[src/rtl/console_pkg.sv]
// Register map, bit positions and STATUS layout for the memory-mapped console.
// Shared by the top and bench so offsets live in one place.
package console_pkg;

  localparam logic [1:0] CON_TXDATA = 2'd0;
  localparam logic [1:0] CON_RXDATA = 2'd1;
  localparam logic [1:0] CON_STATUS = 2'd2;
  localparam logic [1:0] CON_CTRL   = 2'd3;

  localparam int ST_TX_FULL  = 0;
  localparam int ST_TX_EMPTY = 1;
  localparam int ST_RX_FULL  = 2;
  localparam int ST_RX_EMPTY = 3;
  localparam int ST_TX_OVF   = 4;
  localparam int ST_RX_OVF   = 5;

  localparam int CTRL_TX_EN    = 0;
  localparam int CTRL_LOOPBACK = 1;

  typedef struct packed {
    logic [7:0] rsvd_hi;
    logic [7:0] rx_count;
    logic [7:0] tx_count;
    logic [1:0] rsvd_lo;
    logic       rx_ovf;
    logic       tx_ovf;
    logic       rx_empty;
    logic       rx_full;
    logic       tx_empty;
    logic       tx_full;
  } con_status_t;

endpackage

[src/rtl/sync_fifo.sv]
// Single-clock FIFO, head visible combinationally on rdata; push/pop take effect at the edge.
// Pop on empty is ignored; push on full only lands when a pop frees the slot in the same cycle.
module sync_fifo #(
  parameter int DEPTH  = 16,
  parameter int DATA_W = 8
) (
  input  logic                       clk,
  input  logic                       reset,
  input  logic                       push,
  input  logic                       pop,
  input  logic [DATA_W-1:0]          wdata,
  output logic [DATA_W-1:0]          rdata,
  output logic                       full,
  output logic                       empty,
  output logic [$clog2(DEPTH+1)-1:0] count
);

  localparam int AW = $clog2(DEPTH);
  localparam int CW = $clog2(DEPTH+1);

  logic [DATA_W-1:0] mem_q [DEPTH];
  logic [AW-1:0]     wptr_q;
  logic [AW-1:0]     rptr_q;
  logic [CW-1:0]     count_q;
  logic [CW-1:0]     count_d;
  logic              pop_ok;
  logic              push_ok;

  assign empty   = (count_q == '0);
  assign full    = (count_q == CW'(DEPTH));
  assign count   = count_q;
  assign rdata   = mem_q[rptr_q];
  assign pop_ok  = pop & ~empty;
  assign push_ok = push & (~full | pop_ok);

  always_comb begin
    count_d = count_q;
    if (push_ok && !pop_ok) begin
      count_d = count_q + CW'(1);
    end else if (pop_ok && !push_ok) begin
      count_d = count_q - CW'(1);
    end
  end

  // Pointers are exactly log2(DEPTH) wide, so increments wrap on their own.
  always_ff @(posedge clk or posedge reset) begin
    if (reset) begin
      for (int i = 0; i < DEPTH; i++) begin
        mem_q[i] <= '0;
      end
      wptr_q  <= '0;
      rptr_q  <= '0;
      count_q <= '0;
    end else begin
      if (push_ok) begin
        mem_q[wptr_q] <= wdata;
        wptr_q        <= wptr_q + AW'(1);
      end
      if (pop_ok) begin
        rptr_q <= rptr_q + AW'(1);
      end
      count_q <= count_d;
    end
  end

endmodule

[src/rtl/console_mmap.sv]
// Memory-mapped byte console: TX/RX FIFOs behind a 4-word register window, valid/ready streams.
// rd is combinational; side effects at the access edge; TX drops on full (sticky), RX backpressures.
module console_mmap
  import console_pkg::*;
#(
  parameter int DEPTH  = 16,
  parameter int DATA_W = 8
) (
  input  logic              clk,
  input  logic              reset,
  input  logic              re,
  input  logic              we,
  input  logic [31:2]       addr,
  input  logic [31:0]       wd,
  output logic [31:0]       rd,
  output logic              tx_valid,
  input  logic              tx_ready,
  output logic [DATA_W-1:0] tx_data,
  input  logic              rx_valid,
  output logic              rx_ready,
  input  logic [DATA_W-1:0] rx_data
);

  localparam int CW = $clog2(DEPTH+1);

  logic [1:0]        sel;
  logic              tx_wr;
  logic              rx_rd;
  logic              st_wr;
  logic              ctrl_wr;

  logic              tx_en_q, tx_en_d;
  logic              loopback_q, loopback_d;
  logic              tx_ovf_q, tx_ovf_d;
  logic              rx_ovf_q, rx_ovf_d;

  logic              tx_push, tx_pop, tx_full, tx_empty, tx_drop;
  logic              rx_push, rx_pop, rx_full, rx_empty, rx_drop;
  logic [DATA_W-1:0] tx_head, rx_head, rx_wdata;
  logic [CW-1:0]     tx_count, rx_count;
  logic              lb_move;
  con_status_t       status;
  logic [31:0]       rx_word;
  logic              unused_bits;

  assign sel     = addr[3:2];
  assign tx_wr   = we & (sel == CON_TXDATA);
  assign rx_rd   = re & (sel == CON_RXDATA);
  assign st_wr   = we & (sel == CON_STATUS);
  assign ctrl_wr = we & (sel == CON_CTRL);

  assign unused_bits = ^{addr[31:4], wd};

  // In loopback the external ports go quiet and TX head feeds RX tail directly.
  assign lb_move  = loopback_q & tx_en_q & ~tx_empty & ~rx_full;
  assign tx_valid = ~tx_empty & tx_en_q & ~loopback_q;
  assign rx_ready = ~rx_full & ~loopback_q;
  assign tx_data  = tx_head;

  assign tx_push  = tx_wr;
  assign tx_pop   = (tx_valid & tx_ready) | lb_move;
  assign rx_push  = (rx_valid & rx_ready) | lb_move;
  assign rx_pop   = rx_rd & ~rx_empty;
  assign rx_wdata = loopback_q ? tx_head : rx_data;

  assign tx_drop  = tx_push & tx_full & ~tx_pop;
  assign rx_drop  = rx_push & rx_full & ~rx_pop;

  sync_fifo #(.DEPTH(DEPTH), .DATA_W(DATA_W)) u_tx_fifo (
    .clk   (clk),
    .reset (reset),
    .push  (tx_push),
    .pop   (tx_pop),
    .wdata (wd[DATA_W-1:0]),
    .rdata (tx_head),
    .full  (tx_full),
    .empty (tx_empty),
    .count (tx_count)
  );

  sync_fifo #(.DEPTH(DEPTH), .DATA_W(DATA_W)) u_rx_fifo (
    .clk   (clk),
    .reset (reset),
    .push  (rx_push),
    .pop   (rx_pop),
    .wdata (rx_wdata),
    .rdata (rx_head),
    .full  (rx_full),
    .empty (rx_empty),
    .count (rx_count)
  );

  // A new overflow beats a same-cycle W1C so no event is lost.
  always_comb begin
    tx_en_d    = tx_en_q;
    loopback_d = loopback_q;
    tx_ovf_d   = tx_drop | (tx_ovf_q & ~(st_wr & wd[ST_TX_OVF]));
    rx_ovf_d   = rx_drop | (rx_ovf_q & ~(st_wr & wd[ST_RX_OVF]));
    if (ctrl_wr) begin
      tx_en_d    = wd[CTRL_TX_EN];
      loopback_d = wd[CTRL_LOOPBACK];
    end
  end

  always_ff @(posedge clk or posedge reset) begin
    if (reset) begin
      tx_en_q    <= 1'b1;
      loopback_q <= 1'b0;
      tx_ovf_q   <= 1'b0;
      rx_ovf_q   <= 1'b0;
    end else begin
      tx_en_q    <= tx_en_d;
      loopback_q <= loopback_d;
      tx_ovf_q   <= tx_ovf_d;
      rx_ovf_q   <= rx_ovf_d;
    end
  end

  always_comb begin
    status          = '0;
    status.tx_full  = tx_full;
    status.tx_empty = tx_empty;
    status.rx_full  = rx_full;
    status.rx_empty = rx_empty;
    status.tx_ovf   = tx_ovf_q;
    status.rx_ovf   = rx_ovf_q;
    status.tx_count = 8'(tx_count);
    status.rx_count = 8'(rx_count);
  end

  always_comb begin
    rx_word = '0;
    if (!rx_empty) begin
      rx_word[31]         = 1'b1;
      rx_word[DATA_W-1:0] = rx_head;
    end
  end

  always_comb begin
    rd = '0;
    if (re) begin
      case (sel)
        CON_RXDATA: rd = rx_word;
        CON_STATUS: rd = status;
        CON_CTRL: begin
          rd[CTRL_TX_EN]    = tx_en_q;
          rd[CTRL_LOOPBACK] = loopback_q;
        end
        default: rd = '0;
      endcase
    end
  end

endmodule

[config.mk]
export PLATFORM = sky130hd
export DESIGN_NAME = console_mmap
export DESIGN_NICKNAME = d
export VERILOG_FILES = /design/src/rtl/console_pkg.sv /design/src/rtl/sync_fifo.sv /design/src/rtl/console_mmap.sv
export SDC_FILE = /design/constraint.sdc
export NUM_CORES = 1
export LEC_CHECK = 0
export CORE_MARGIN = 1
export CORE_UTILIZATION = 50
export DETAILED_ROUTE_END_ITERATION = 8
export PLACE_DENSITY = 0.69
export SLEW_MARGIN = 20
export SYNTH_ARGS = -nofsm -noshare
export SYNTH_HDL_FRONTEND = slang
export SYNTH_SLANG_ARGS = --single-unit
[constraint.sdc]
create_clock -name clk -period 12 [get_ports clk]
set_clock_uncertainty 0.2 [all_clocks]
set_input_delay 1.8 -clock clk [delete_from_list [all_inputs] [get_ports clk]]
set_output_delay 1.8 -clock clk [all_outputs]
set_load 0.02 [all_outputs]
=== Yosys cells after proc, flatten, opt, wreduce, memory -nomap -nowiden ===
Index checks and enable logic that the tools add are counted.

* Bits in writable memories: 0
* Register bits: 286
* Memories: 0
* Input bits: 76
* Bits in read-only memories: 0
* Word-level logic and storage cells: 142
* Latch bits: 0

* Add/subtract/negate cells: 8
* Magnitude comparators: 6
* Multipliers: 0
* Shifts and indexed selects: 0
* Reduce and logical (&&, ||, !) cells: 15
* Multiplexer cells: 22
* Div/mod/pow operators: 0
* Bitwise operators: 44
* Equal/unequal tests: 5

{| class="wikitable"
|+ Operator list
! kind !! count
|-
| 128-bit bitwise mux || 2
|-
| 8-bit binary-select mux with 4-bit select || 2
|-
| 8-bit demux with 4-bit select || 2
|-
| 8-bit 2-to-1 mux || 8
|-
| 30-bit one-hot mux with 2 select lines || 1
|-
| 32-bit 2-to-1 mux || 1
|-
| 1-bit bitwise AND || 25
|-
| 5-bit >= comparator, second input constant || 4
|-
| 5-bit 2-to-1 mux || 4
|-
| 4-bit NOT with 5-bit output || 4
|-
| 4-bit by 1-bit adder with 4-bit output, second input constant || 4
|-
| 5-bit by 1-bit adder with 5-bit output, second input constant || 2
|-
| 5-bit == test, second input constant || 2
|-
| 5-bit logical NOT || 2
|-
| 5-bit by 1-bit < comparator with 1-bit output, second input constant || 2
|-
| 5-bit by 1-bit subtractor with 5-bit output, second input constant || 2
|-
| 1-bit NOT || 9
|-
| 1-bit logical AND || 6
|-
| 1-bit OR || 6
|-
| 2-bit one-hot mux with 3 select lines || 1
|-
| 2-bit == test, second input constant || 2
|-
| 1-bit logical NOT || 4
|-
| 2-bit nonzero test || 2
|-
| 2-bit by 1-bit == test with 1-bit output, second input constant || 1
|-
| other kinds (2) || 2
|}

=== Depth between registers and ports, before layout ===
* Word-level depth: 13
* Depth in mapped cells: 14
* Depth with buffers taken out: 13

=== Modules after synthesis ===
Synthesis repeated with hierarchy kept, for this count alone.

* Cells, all modules: 955
* Area, all modules: 14,157.3 µm²

{| class="wikitable"
|+ Modules (own cells, without submodules)
! module !! cells an instance !! area an instance (µm²) !! times used
|-
| sync_fifo (u_rx_fifo) || 435 || 6,924.1 || 1
|-
| sync_fifo (u_tx_fifo) || 434 || 6,542.5 || 1
|-
| console_mmap || 86 || 690.7 || 1
|}

=== Least setup slack after synthesis ===
OpenSTA, ideal clock, no wires.

* Kind: in2out
* From: input port addr[3] (netlist bit)
* To: output port rd[2]
* Setup slack: 7,005 ps
* Arrival time: 2,995 ps
* Path buffers: 0
* Data required time: 10,000 ps
* Cell stages on the path: 5
* Cell sequence: inv_1 ha_1 a21boi_0 nand3_1 o21ai_0

* Word-level cells in the longest chain between the ends: 3
* Elaborated cells between the ends (all ways): 4
* Those cells by class: eq/ne (2); mux (2)

{| class="wikitable"
|+ RTL lines
! item !! RTL line !! RTL
|-
| start: declaration || console_mmap.sv:13 || <nowiki>input logic [31:2] addr,</nowiki>
|-
| 2-bit == test or 2-bit by 1-bit == test with 1-bit output (tied branches) || console_mmap.sv:142 || <nowiki>case (sel)</nowiki>
|-
| 30-bit one-hot mux with 2 select lines * || console_mmap.sv:142 ||
|-
| 32-bit 2-to-1 mux * || console_mmap.sv:141 || <nowiki>if (re) begin</nowiki>
|-
| end: declaration || console_mmap.sv:15 || <nowiki>output logic [31:0] rd,</nowiki>
|}

Every way passes the cells marked *; elsewhere a longest branch is shown, timed or not.

=== Final worst setup path ===
* From: input port addr[3] (netlist bit)
* To: output port rd[5]

Same word-level chain as after synthesis.

==> results.py <==
metrics = {
    "floorplanning": {
        "initial_utilization_pct": 50.9,
        "die_y_um": 170,
        "coreArea_mm2": 0.0279,
        "die_x_um": 170,
        "top_level_ports": 118,
        "die_area_mm2": 0.0290,
        "rows": 61,
    },
    "logic_synthesis": {
        "ys.flop_type": "dfrtp_1",
        "synth_edf_count": 0,
        "synth_compound_area_share_pct": 9.84,
        "synth_area_mm2": 0.0142,
        "synth_top_family_by_area": "multiplexers",
        "yosys.cell_count.top_type": "dfrtp_1",
        "ys_ff_latch": 286,
        "synth-xor-area-share_pct": 1.30,
        "syn_inst": 1182,
        "yosysSeqAreaShare_pct": 50.5,
        "postSynth.asyncResetShare_pct": 100,
        "yosys.area_share.simple_pct": 9.60,
        "synth-adder-area-share_pct": 2.23,
        "synth-warning-count": 0,
        "yosys.area.top_type_share_pct": 50.3,
        "netlist_top_cells_count": "dfrtp_1, nand2_1, o21ai_0",
        "ys_top_cells_by_area": "dfrtp_1, mux2_4, mux4_2, o21ai_0, nand2_1",
        "syn_area_per_cell_um2": 12.0,
        "ys_types": 60,
        "synth_mux_area_share_pct": 22.6,
        "synth_top_cell_by_area": "dfrtp_1",
    },
    "final_layout": {
        "area_delta_synth_final_pct": 12.7,
        "drive_gt1_share_pct": 19.9,
        "n_antenna_cell": 0,
        "final_util_pct": 57.3,
        "nNetsFinal": 1309,
    },
    "drt": {
        "wirelength_um": 32300,
        "via_per_inst": 5.72,
        "drcViolationCount": 0,
        "wl_per_cell_um": 20.0,
        "firstDrtPassIters": 4,
        "routed-via-count": 9217,
        "drt_iter0_drc": 686,
        "ant_nets": 0,
    },
    "sta": {
        "fmaxAchievable_mhz": 163,
        "fin_ws_ns": 5.88,
        "rsz0062_at_grt": "false",
        "final-setup-viol-count": 0,
        "fin_crit_ns": 6.12,
        "hold_viol_final": 0,
        "maxSlewHeadroom_pct": 24.3,
        "slew_violations": 0,
        "fin_crit_sh_pct": 51.0,
        "tns_ns": 0,
        "worst_slew_pin_slew_ns": 1.13,
    },
    "critical_path": {
        "r2r_slack_ns": 8.17,
        "required_ns": 10.00,
        "r2r-end": "u_tx_fifo.count[4]$_DFFE_PP0P_",
        "cp.arrival_ns": 4.12,
        "critPathSlowestCell": "clkdlybuf4s50_1",
        "crit_type": "input port to output pin",
        "r2r_start": "u_rx_fifo.count[0]$_DFFE_PP0P_",
        "critPathTopFamily": "buffers and inverters",
        "cp_common_cell": "clkdlybuf4s50_1",
        "slowest_delay_ns": 0.65,
        "cp.buffers_inverters": 3,
        "cp_max_fo": 6,
        "r2r_cells": 13,
        "critPathLaunch": "addr[3]",
        "crit_chain": "clkdlybuf4s50_1, inv_1, ha_1, a21boi_0, nand3_1, o21ai_0, clkdlybuf4s50_1",
        "cp-start-kind": "input port",
        "cp-end-kind": "output pin",
    },
    "placed_design": {
        "pre_cts_slack_ns": 5.93,
        "gp_congestion": 0.843,
        "port_buffers": 52,
        "dp_hpwl_um": 21000,
    },
    "clock_tree": {
        "cts_buffer_depth": 3,
        "cts_tree": "done",
        "cts-root-buf": "clkbuf_16",
        "cts-resized-gates": 0,
        "numCtsBuffers": 30,
        "clk_pin_slew_ns": 0.06,
        "h-tree-depth": 1,
        "ctsHoldBuffers": 0,
        "insertion_delay_ns": 0.57,
        "cts_setup_buffers": 0,
        "cts.sinks": 286,
    },
    "pwr": {
        "p_clk_share_pct": 22.0,
        "ir_drop_mv": 0.150,
        "p_switching_w": 0.00155,
        "intPower_w": 0.00266,
        "p_per_area_mw_per_mm2": 264,
        "p_leak_nw": 7.16,
        "p_seq_share_pct": 38.0,
        "power_frac_comb_pct": 40.0,
        "swShare_pct": 36.8,
    },
    "min_path": {
        "hold_start": "u_rx_fifo.mem_q[99]$_DFFE_PP0P_",
        "whs_endpoint": "u_rx_fifo.mem_q[99]$_DFFE_PP0P_",
        "whs_path_depth": 2,
        "hold_path_class": "register to register",
    },
    "global_routing": {
        "antenna_found_initial": 0,
        "grt_max_degree": 138,
        "grt_pass1_wl_um": 51800,
        "grt-ovfl-total": 0,
        "grt_use_total_pct": 23.3,
        "grt_pass1_vias": 9130,
    },
    "flow_run": {
        "drv_cap": 0,
    },
    "outcome": {
        "status": "finished clean",
    },
}
[registers in the layout (all words and copies together) (netlist names)]
signal	cells
u_tx_fifo.wptr_q	4
u_rx_fifo.wptr_q	4
u_rx_fifo.rptr_q	4
u_tx_fifo.mem_q	128
u_tx_fifo.rptr_q	4
tx_ovf_q	1
u_tx_fifo.count	5
u_rx_fifo.count	5
rx_ovf_q	1
loopback_q	1
u_rx_fifo.mem_q	128
tx_en_q	1
[worst min-delay path: cells and delay by family (launching register included)]
family,cells,cell delay (ns)
and+or+nand+nor,1,0.04
AOI/OAI and AO/OA,1,0.06
DFF,1,0.34
[final cells by class]
| class | instances | area [um2] |
|---|---|---|
| clock buffer | 43 | 860 |
| clock inverter | 12 | 130 |
| inverter | 26 | 105 |
| tap | 378 | 473 |
| multi-input combinational | 801 | 6620 |
| timing repair buffer | 64 | 611 |
| sequential | 286 | 7160 |
| fill | 2278 | 11900 |
[cell usage in the layout, fill, tap and decap left out, types with 6 or more instances in the layout]
cell type	Yosys	layout
a21oi_1	6	6
a22o_1	14	14
a22oi_1	10	10
and2_1	15	15
buf_4	24	12
clkbuf_1	33	7
clkbuf_16	0	30
clkbuf_8	0	6
clkdlybuf4s50_1	0	52
clkinv_2	0	7
conb_1	1	13
dfrtp_1	285	283
ha_1	22	22
inv_1	25	24
mux2_1	57	57
mux2_2	29	29
mux2_4	72	72
mux2i_1	38	38
mux4_2	34	34
nand2_1	174	174
nand3_1	14	14
nor2_1	17	13
nor2_2	7	11
nor2_4	9	9
nor2b_1	11	10
nor3_1	14	14
o2111ai_2	0	16
o21ai_0	141	141
o22ai_1	13	13
o32ai_1	7	7
xnor2_1	17	17
[routing by layer]
layer | track usage (%) | vias to the layer above | wire length (um)
met1 | 34.7 | 4690 | 15200
met5 | 0 | - | 0
met2 | 35.5 | 250 | 14500
met3 | 3.63 | 48 | 1950
met4 | 5.72 | 0 | 629
li1 | - | 4229 | -
[power groups by stage]
stage	combinational, W	clock, W	sequential (W)
global route	0.00183	0.000982	0.00164
detailed placement	0.00165	0	0.00161
CTS	0.00166	0.000941	0.00159
global placement	0.00162	0	0.00159
finish	0.00168	0.000928	0.00160
floorplan	0.00125	0	0.00152
[per-stage QoR]
step	instance area [um2]	cells	total power (W)	hold WS, ns
finish	16000	1610	0.00421	0.275
global route	16000	1610	0.00446	0.293
global placement	14800	1555	0.00321	0.257
CTS	15800	1610	0.00420	0.280
detailed placement	14900	1555	0.00326	0.266
floorplan	14200	1194	0.00278	0.244
[cell families after synthesis]
logic type               Yosys count
AO/OA/AOI/OAI                    227
XOR/XNOR                          21
other                              1
adder cells (fa/ha/maj)           24
buffers and inverters            107
flip-flops                       286
AND/OR/NAND/NOR                  286
multiplexers                     230
[how the worst max path moves through the flow]
stage / to / slack [ns] / cells after the start
detailed placement: rd[5] / 5.93 / 7
CTS: rd[5] / 5.91 / 7
global route: rd[4] / 5.71 / 7
finish: rd[5] / 5.88 / 7
floorplan: loopback_q$_DFFE_PP0P_ / 2.11 / 1
global placement: rd[5] / 5.93 / 7
Note: power is estimated with default switching activity, not from simulation.
